## src/rtl/axis_arb_pkg.sv

```systemverilog
// Shared types and helpers for the AXI-Stream write-port arbiter.
package axis_arb_pkg;

  // Arbiter FSM: waiting for a contest, or forwarding the granted packet.
  typedef enum logic {
    ARB_IDLE = 1'b0,
    ARB_XFER = 1'b1
  } arb_state_t;

  // Widest requester vector supported by onehot_to_idx.
  localparam int MAX_REQ = 16;

  // Converts a one-hot vector to its bit index. OR-reduction keeps it
  // free of priority logic; a zero vector maps to index 0.
  function automatic logic [3:0] onehot_to_idx(input logic [MAX_REQ-1:0] oh);
    logic [3:0] idx;
    idx = '0;
    for (int i = 0; i < MAX_REQ; i++) begin
      if (oh[i]) idx = idx | 4'(i);
    end
    return idx;
  endfunction

endpackage

```

## src/rtl/rr_pick.sv

```systemverilog
// Round-robin winner selection: searches ptr+1, ptr+2, ... wrapping, and
// returns the first requesting index both one-hot and binary.
module rr_pick #(
  parameter int NUM_REQ = 4,
  localparam int IDX_W  = $clog2(NUM_REQ)
) (
  input  logic [NUM_REQ-1:0] req,
  input  logic [IDX_W-1:0]   ptr,
  output logic [NUM_REQ-1:0] win_oh,
  output logic [IDX_W-1:0]   win_idx,
  output logic               any
);

  logic             found;
  int               j;
  logic [IDX_W-1:0] jj;

  // Walk the ring starting just after the last winner; first hit wins.
  always_comb begin
    win_oh  = '0;
    win_idx = '0;
    found   = 1'b0;
    j       = 0;
    jj      = '0;
    for (int i = 1; i <= NUM_REQ; i++) begin
      j = int'(ptr) + i;
      if (j >= NUM_REQ) j = j - NUM_REQ;
      jj = IDX_W'(j);
      if (!found && req[jj]) begin
        found       = 1'b1;
        win_oh[jj]  = 1'b1;
        win_idx     = jj;
      end
    end
  end

  assign any = |req;

endmodule

```

## src/rtl/axis_mem_arbiter.sv

```systemverilog
// Packet-level round-robin arbiter sharing one AXI-Stream write port among
// NUM_REQ requesters, with a single output register stage.
//
// Handshake: a beat moves across an interface on a rising edge where both
// tvalid and tready are 1. The arbiter never makes tready depend on the
// requester's own tvalid; the output register accepts a new beat whenever
// it is empty or is being drained in the same cycle.
module axis_mem_arbiter
  import axis_arb_pkg::*;
#(
  parameter int DATA_WIDTH = 32,
  parameter int NUM_REQ    = 4,
  parameter int MAX_BEATS  = 16
) (
  input  logic                            axis_aclk,
  input  logic                            axis_aresetn,
  input  logic [NUM_REQ*DATA_WIDTH-1:0]   s_axis_tdata,
  input  logic [NUM_REQ*DATA_WIDTH/8-1:0] s_axis_tstrb,
  input  logic [NUM_REQ-1:0]              s_axis_tvalid,
  input  logic [NUM_REQ-1:0]              s_axis_tlast,
  output logic [NUM_REQ-1:0]              s_axis_tready,
  output logic [DATA_WIDTH-1:0]           m01_axis_tdata,
  output logic [DATA_WIDTH/8-1:0]         m01_axis_tstrb,
  output logic                            m01_axis_tvalid,
  output logic                            m01_axis_tlast,
  input  logic                            m01_axis_tready,
  output logic [NUM_REQ-1:0]              grant,
  output logic                            err_trunc,
  output logic                            dbg_state
);

  localparam int STRB_W = DATA_WIDTH / 8;
  localparam int IDX_W  = $clog2(NUM_REQ);
  localparam int CNT_W  = $clog2(MAX_BEATS + 1);

  arb_state_t          state;
  logic [IDX_W-1:0]    rr_ptr;
  logic [CNT_W-1:0]    beat_cnt;

  logic [NUM_REQ-1:0]  win_oh;
  logic [IDX_W-1:0]    win_idx;
  logic                any_req;

  logic [IDX_W-1:0]    g;
  logic                out_free;
  logic                accept;
  logic                last_beat;
  logic [DATA_WIDTH-1:0] sel_data;
  logic [STRB_W-1:0]   sel_strb;

  rr_pick #(.NUM_REQ(NUM_REQ)) u_rr_pick (
    .req     (s_axis_tvalid),
    .ptr     (rr_ptr),
    .win_oh  (win_oh),
    .win_idx (win_idx),
    .any     (any_req)
  );

  assign g         = IDX_W'(onehot_to_idx(MAX_REQ'(grant)));
  assign out_free  = !m01_axis_tvalid || m01_axis_tready;
  assign accept    = (state == ARB_XFER) && s_axis_tvalid[g] && out_free;
  assign last_beat = s_axis_tlast[g] || (beat_cnt == CNT_W'(MAX_BEATS - 1));
  assign s_axis_tready = ((state == ARB_XFER) && out_free) ? grant : '0;
  assign dbg_state = state;

  // AND-OR data mux driven directly by the one-hot grant.
  always_comb begin
    sel_data = '0;
    sel_strb = '0;
    for (int i = 0; i < NUM_REQ; i++) begin
      if (grant[i]) begin
        sel_data = sel_data | s_axis_tdata[i*DATA_WIDTH +: DATA_WIDTH];
        sel_strb = sel_strb | s_axis_tstrb[i*STRB_W +: STRB_W];
      end
    end
  end

  // Arbitration FSM: grant, round-robin pointer, beat counter, truncation flag.
  always_ff @(posedge axis_aclk or negedge axis_aresetn) begin
    if (!axis_aresetn) begin
      state     <= ARB_IDLE;
      grant     <= '0;
      rr_ptr    <= IDX_W'(NUM_REQ - 1);
      beat_cnt  <= '0;
      err_trunc <= 1'b0;
    end else begin
      err_trunc <= 1'b0;
      case (state)
        ARB_IDLE: begin
          if (any_req) begin
            grant  <= win_oh;
            rr_ptr <= win_idx;
            state  <= ARB_XFER;
          end else begin
            grant  <= '0;
          end
        end
        ARB_XFER: begin
          if (accept) begin
            if (last_beat) begin
              grant     <= '0;
              beat_cnt  <= '0;
              state     <= ARB_IDLE;
              err_trunc <= !s_axis_tlast[g];
            end else begin
              beat_cnt  <= beat_cnt + 1'b1;
            end
          end
        end
        default: begin
          state <= ARB_IDLE;
          grant <= '0;
        end
      endcase
    end
  end

  // Output register: loads each accepted beat, holds while stalled,
  // empties once drained with nothing new behind it.
  always_ff @(posedge axis_aclk or negedge axis_aresetn) begin
    if (!axis_aresetn) begin
      m01_axis_tdata  <= '0;
      m01_axis_tstrb  <= '0;
      m01_axis_tvalid <= 1'b0;
      m01_axis_tlast  <= 1'b0;
    end else if (accept) begin
      m01_axis_tdata  <= sel_data;
      m01_axis_tstrb  <= sel_strb;
      m01_axis_tvalid <= 1'b1;
      m01_axis_tlast  <= last_beat;
    end else if (m01_axis_tready) begin
      m01_axis_tvalid <= 1'b0;
    end
  end

endmodule
```

## config.mk

```make
export PLATFORM = sky130hd
export DESIGN_NAME = axis_mem_arbiter
export DESIGN_NICKNAME = d
export VERILOG_FILES = /design/src/rtl/axis_arb_pkg.sv /design/src/rtl/rr_pick.sv /design/src/rtl/axis_mem_arbiter.sv
export SDC_FILE = /design/constraint.sdc
export NUM_CORES = 1
export LEC_CHECK = 0
export ABC_AREA = 1
export CAP_MARGIN = 20
export CORE_ASPECT_RATIO = 1.2
export CORE_UTILIZATION = 41
export DETAILED_ROUTE_END_ITERATION = 12
export MAX_ROUTING_LAYER = met4
export PLACE_DENSITY = 0.89
export SLEW_MARGIN = 0
export SYNTH_ARGS = -nofsm -noshare
export SYNTH_HDL_FRONTEND = slang
export SYNTH_HIERARCHICAL = 1
export SYNTH_SLANG_ARGS = --single-unit
```

## constraint.sdc

```tcl
create_clock -name axis_aclk -period 3.3 [get_ports axis_aclk]
set_clock_uncertainty 0.1 [all_clocks]
set_input_delay 0.66 -clock axis_aclk [delete_from_list [all_inputs] [get_ports axis_aclk]]
set_output_delay 0.66 -clock axis_aclk [all_outputs]
set_load 0.01 [all_outputs]
```

Yosys cells after proc, flatten, opt, wreduce, memory -nomap -nowiden
Cells that the tools add are included.
Widths: inputs -> output; s select.
{ "totals": {"ff_bits": 51, "output_inout_bits": 48, "word_cells": 127} }
{ "classes": {"addsub": 9, "magnitude_cmp": 13, "eq_ne": 3, "mux": 61, "bitwise_logic": 10, "reduce_logical": 22} }
{ "ops": {"columns": ["op", "n"], "rows": [
  ["$mux 32", 4],
  ["$or 32x32->32", 3],
  ["$mux 4", 12],
  ["$or 4x4->4", 6],
  ["$mux 1", 22],
  ["$mux 2", 10],
  ["$lt 2x3->1 const B", 5],
  ["$bmux 1 s2", 6],
  ["$logic_and 1x1->1", 10],
  ["$ge 3x3->1 const B", 3],
  ["$demux 1 s2", 4],
  ["$ge 2x1->1 const B", 4],
  ["$pmux 4 s2", 1],
  ["$sub 2x1->2 const B", 4],
  ["$add 2x2->3 const B", 2],
  ["$reduce_and 2->1", 3],
  ["$add 5x1->5 const B", 1],
  ["$eq 5x4->1 const B", 1],
  ["$logic_not 1->1", 5],
  ["$mux 5", 1],
  ["$add 2x3->4 const B", 1],
  ["$ge 4x3->1 const B", 1],
  ["$ne 2x1->1 const B", 2],
  ["$reduce_or 4->1", 1],
  ["5 further kinds", 6]
]} }

Logic depth before layout (Yosys ltp)
{ "logic_depth": {"ltp_word": 17, "mapped_depth": 12, "ltp_nobuf": 11} }

Hierarchy
Netlist, hierarchy kept.
{ "modules_own_cells": {"columns": ["module", "instances", "cells_each", "area_per_inst_um2", "seq_area_each_um2"], "rows": [
  ["axis_mem_arbiter", 1, 387, 2857.7, 1278.7],
  ["rr_pick", 1, 83, 561.8, 0.0]
]} }

Least setup slack after synthesis
OpenSTA, ideal clock, no wires.
{ "synth_path": {"path_kind": "register -> register", "from": "register rr_ptr[0]", "to": "register grant[1]", "t_arrival_ps": 1850, "slack_ps": 1234, "stages_incl_launch_ff": 12, "path_buffers": 1, "synth_period_minus_slack_ps": 2066, "path_cell_list": "dfstp_2 > buf_6 > inv_8 > ha_1 > inv_1 > nand3_4 > nand2_4 > nor2_2 > a21oi_1 > nand3_1 > nand2_1 > nand2_1"} }
{ "synth_between": {"elab_chain_cells": 17, "word_cells_on_any_way": 62, "cone_classes": "add/sub (8); order compare (12); mux (29); bitwise (3); reduce/logical (10)"} }
{ "synth_lines": {"columns": ["item", "line", "text"], "rows": [
  ["from (decl)", "axis_mem_arbiter.sv:37", "logic [IDX_W-1:0] rr_ptr;"],
  ["from (signal assigned)", "axis_mem_arbiter.sv:83", "rr_ptr <= IDX_W'(NUM_REQ - 1);"],
  ["from (signal assigned)", "axis_mem_arbiter.sv:92", "rr_ptr <= win_idx;"],
  ["parallel branches: the longest is 14 deep, another holds $add 2x1->3", null, null],
  ["$mux 4 (*)", "rr_pick.sv:29", "if (!found && req[jj]) begin"],
  ["via win_oh[1]", "axis_mem_arbiter.sv:40", "logic [NUM_REQ-1:0] win_oh;"],
  ["$mux 4 (*)", "axis_mem_arbiter.sv:90", "if (any_req) begin"],
  ["$pmux 4 s2 (*)", "axis_mem_arbiter.sv:88", "case (state)"],
  ["to (signal assigned)", "axis_mem_arbiter.sv:91", "grant <= win_oh;"],
  ["to (decl)", "axis_mem_arbiter.sv:27", "output logic [NUM_REQ-1:0] grant,"]
]} }
Mark *: on every way through the listed nets, which the timed path passes. The select of a mux whose other input is x is not followed.
A chain may end at the register's enable or synchronous reset.

Final worst setup path
{ "layout_path": {"from": "input m01_axis_tready", "to": "output s_axis_tready[3]"} }
{ "layout_between": {"elab_chain_cells": 3} }
{ "layout_lines": {"columns": ["item", "line", "text"], "rows": [
  ["from (decl)", "axis_mem_arbiter.sv:26", "input logic m01_axis_tready,"],
  ["$logic_or 1x1->1", "axis_mem_arbiter.sv:60", "assign out_free = !m01_axis_tvalid || m01_axis_tready;"],
  ["$logic_and 1x1->1", "axis_mem_arbiter.sv:63", "assign s_axis_tready = ((state == ARB_XFER) && out_free) ? grant : '0;"],
  ["$mux 4", "axis_mem_arbiter.sv:63", null],
  ["to (decl)", "axis_mem_arbiter.sv:21", "output logic [NUM_REQ-1:0] s_axis_tready,"]
]} }
No other way between the ends.

==> summary.txt <==
Status
  – Run status: finished, final reports clean

Setup path
  – WP data required: 2.54 ns
  – Signal arrival time at the worst endpoint: 2.16 ns
  – Crit Reg-Reg Endpoint: grant[0]
  – Reg2Reg Setup Slack: 0.90 ns
  – Crit Path Max Fanout: 4
  – Sort of element at the start of the critical path: input pin
  – Worst flop-to-flop path startpoint: rr_ptr[0]
  – Setup CP Type: input pin to primary output
  – Critical path capture point type: primary output
  – R2r worst-path depth: 10

Timing
  – Worst slew pin tran: 0.661 ns
  – Final worst setup slack: 0.384 ns
  – Final setup vio count: 0
  – Final number of max-transition violations: 0
  – Setup TNS: 0 ns
  – Final Hold Violating Endpoints: 0
  – Slew margin rel.: 0.560
  – Fmax achieved: 343 MHz
  – Tightest hold margin: 0.114 ns
  – Post-route fraction of the period consumed by the critical path: 0.884
  – Setup repair after global routing missed its margin: no
  – Final critical-path required period: 2.92 ns

Finish
  – # nets final: 827
  – Highest-count cells in the layout ignoring fill and taps: 201 x clkdlybuf4s50_1, 197 x nand2_1, 49 x dfrtp_1
  – Seq. cell area: 1280 um2
  – Synthesis-to-layout area growth: 64.5%
  – Total of fill cells in the finished design: 652
  – Most frequent standard cell in the layout excluding fill and tap cells: clkdlybuf4s50_1
  – Layout cell share with drive strength beyond 1: 0.0649
  – Total area of multi-input combinational cells: 1880 um2

Power
  – Cell Pwr Density: 728 nW/um2
  – Lkg Pwr: 2.57 nW
  – Worst VDD drop: 492 uV

Route
  – Detail-routed via count per cell: 5.24
  – Number of optimization iterations in the first detailed-route pass: 5
  – Via count of the routed design: 3976
  – Number of DRC violations after detailed-routing iteration 0: 210
  – Number of remaining DRC errors: 0
  – Routed wire length per instance: 15.4 um
  – Final WL: 11700 um
  – Antenna violation net count after detailed routing: 0

Place
  – Routability-driven placement congestion ratio: 0.941
  – Number of input and output port buffers inserted: 202
  – Post-placement setup slack: 0.385 ns
  – Sum of net half-perimeters after detailed placement: 9000 um

Clock network
  – Deepest level of the CTS H-tree: 2
  – Maximum root-to-sink buffer count: 2
  – Number of hold buffers added after cts: 0
  – CTS Root Buffer Type: clkbuf_8
  – Clock Sinks: 51
  – Postcts setup bufs: 0
  – Worst skew pair latency: 0.30 ns
  – CTS Buf Count: 5
  – CTS tree: built
  – Clock transition time at the flip-flop clock pins of the worst setup and hold paths: 0.09 ns
  – Number of instances resized during post-cts repair: 0

GRT
  – GR Overflow Total: 0
  – Via count of the first global-routing pass: 3686
  – Pin count of the biggest net entering global routing: 52
  – Initial antenna violation count: 1
  – Tot GR Track Use: 0.260
  – First-pass GRT wire length: 17300 um

Job
  – Max cap viols: 0

Yosys
  – Synthesized net count: 635
  – Number of warnings reported in the yosys synthesis log: 6
  – Top post-synthesis cells by area: dfrtp_1 36%, nand2_1 22%, a221oi_1 9.2%
  – Number of distinct standard cells referenced by the synthesized netlist: 29
  – Netlist Area Pre-Place: 3420 um2
  – Number of instances in the synthesized netlist: 470
  – Synth area leader: dfrtp_1
  – Sequential element share of the synthesized area: 0.374
  – Synth Register Bits: 51
  – Share of the synthesized area in the top cell type: 0.359
  – Post-Synthesis Mean Instance Area: 7.28 um2

Floorplanning
  – Core area: 8110 um2
  – Initial cell density of the core: 0.422
  – Die X-Extent: 85.4 um
  – Die area: 8710 um2
  – Height of the chip: 102 um
  – Placement Rows: 36
  – Boundary pin count: 203

Hold path
  – Worst hold path type: input pin to async pin
## area by class of cell
class | instances | area share
repair buffers | 210 | 0.374
multi-input cells | 362 | 0.334
flip-flops and latches | 51 | 0.227
inverters | 32 | 0.0231
well taps | 95 | 0.0211
clock buffers | 6 | 0.0147
clock inverters | 2 | 0.00623
diodes | 1 | 0.000445
## Yosys cell counts
cell type and n:
nand3_2 3, nand3_1 23, buf_6 2, inv_1 29
nor2_4 1, nand2_4 5, buf_2 18, a21boi_0 4
dfrtp_1 49, o21ai_0 34, nand2_1 197, ha_1 10
nor2_1 13, inv_8 1, xor2_1 2, nand3_4 2
clkbuf_2 2, nor3_1 1, a31oi_1 1, inv_2 1
nand2_2 7, dfstp_2 2, nand4_1 7, o21ai_1 8
a21oi_1 5, nor2_2 3, clkbuf_1 3, a221oi_1 36
inv_4 1
## cells by family (layout without fill, tap and decap cells)
kind of cell | Yosys count | after routing | synth area share
AND/OR/NAND/NOR | 262 | 262 | 0.336
other | 0 | 1 | 0
AO/OA/AOI/OAI | 88 | 88 | 0.172
adder cells (fa/ha/maj) | 10 | 10 | 0.0366
buffers and inverters | 57 | 250 | 0.0772
XOR/XNOR | 2 | 2 | 0.00512
flip-flops | 51 | 51 | 0.374
## sequential cells by signal (all words and copies together), names as in the netlist
register and flops:
beat_cnt 5, dbg_state 1, err_trunc 1, grant 4
m01_axis_tdata 32, m01_axis_tlast 1, m01_axis_tstrb 4, m01_axis_tvalid 1
rr_ptr 2
## how the worst max path moves through the flow
stage                               start                to  slack, ns  depth (start not counted)
after global placement    m01_axis_tready  s_axis_tready[2]       0.39                          6
final                     m01_axis_tready  s_axis_tready[3]       0.38                          6
after floorplan                 rr_ptr[0]          grant[1]       1.23                         11
after CTS                 m01_axis_tready  s_axis_tready[3]       0.38                          6
after detailed placement  m01_axis_tready  s_axis_tready[2]       0.39                          6
after global routing      m01_axis_tready  s_axis_tready[2]       0.32                          6
## metal layers
layer / up-vias / routed length [um] / GRT usage
met4: 0 / 208 / 0.0782
met3: 14 / 982 / 0.0598
li1: 1953 / - / -
met2: 181 / 5940 / 0.475
met1: 1828 / 4520 / 0.281
met5: - / 0 / -
## per-stage QoR
| step | utilization | total power, W | cell area, um2 | cells |
|---|---|---|---|---|
| floorplan | - | 0.00264 | 3420 | 470 |
| global placement | 0.677 | 0.00356 | 5490 | 749 |
| detailed placement | 0.677 | 0.00365 | 5490 | 749 |
| CTS | 0.691 | 0.00410 | 5600 | 757 |
| global route | 0.694 | 0.00441 | 5630 | 759 |
| finish | 0.694 | 0.00410 | 5630 | 759 |
## report_power, final
group / switching (W) / internal, W / total [W]
logic: 0.00143 / 0.00113 / 0.00256
clock network: 0.000202 / 0.000246 / 0.000447
registers: 0.000224 / 0.000865 / 0.00109
total: 0.00186 / 0.00224 / 0.00410
## worst max-delay path, cell delays in order
cell             delay, ns
clkdlybuf4s50_1       0.48
nor2_1                0.06
nor2_1                0.18
inv_1                 0.12
nor2_1                0.11
clkdlybuf4s50_1       0.54
No activity file was read; power rests on OpenSTA's default activity.
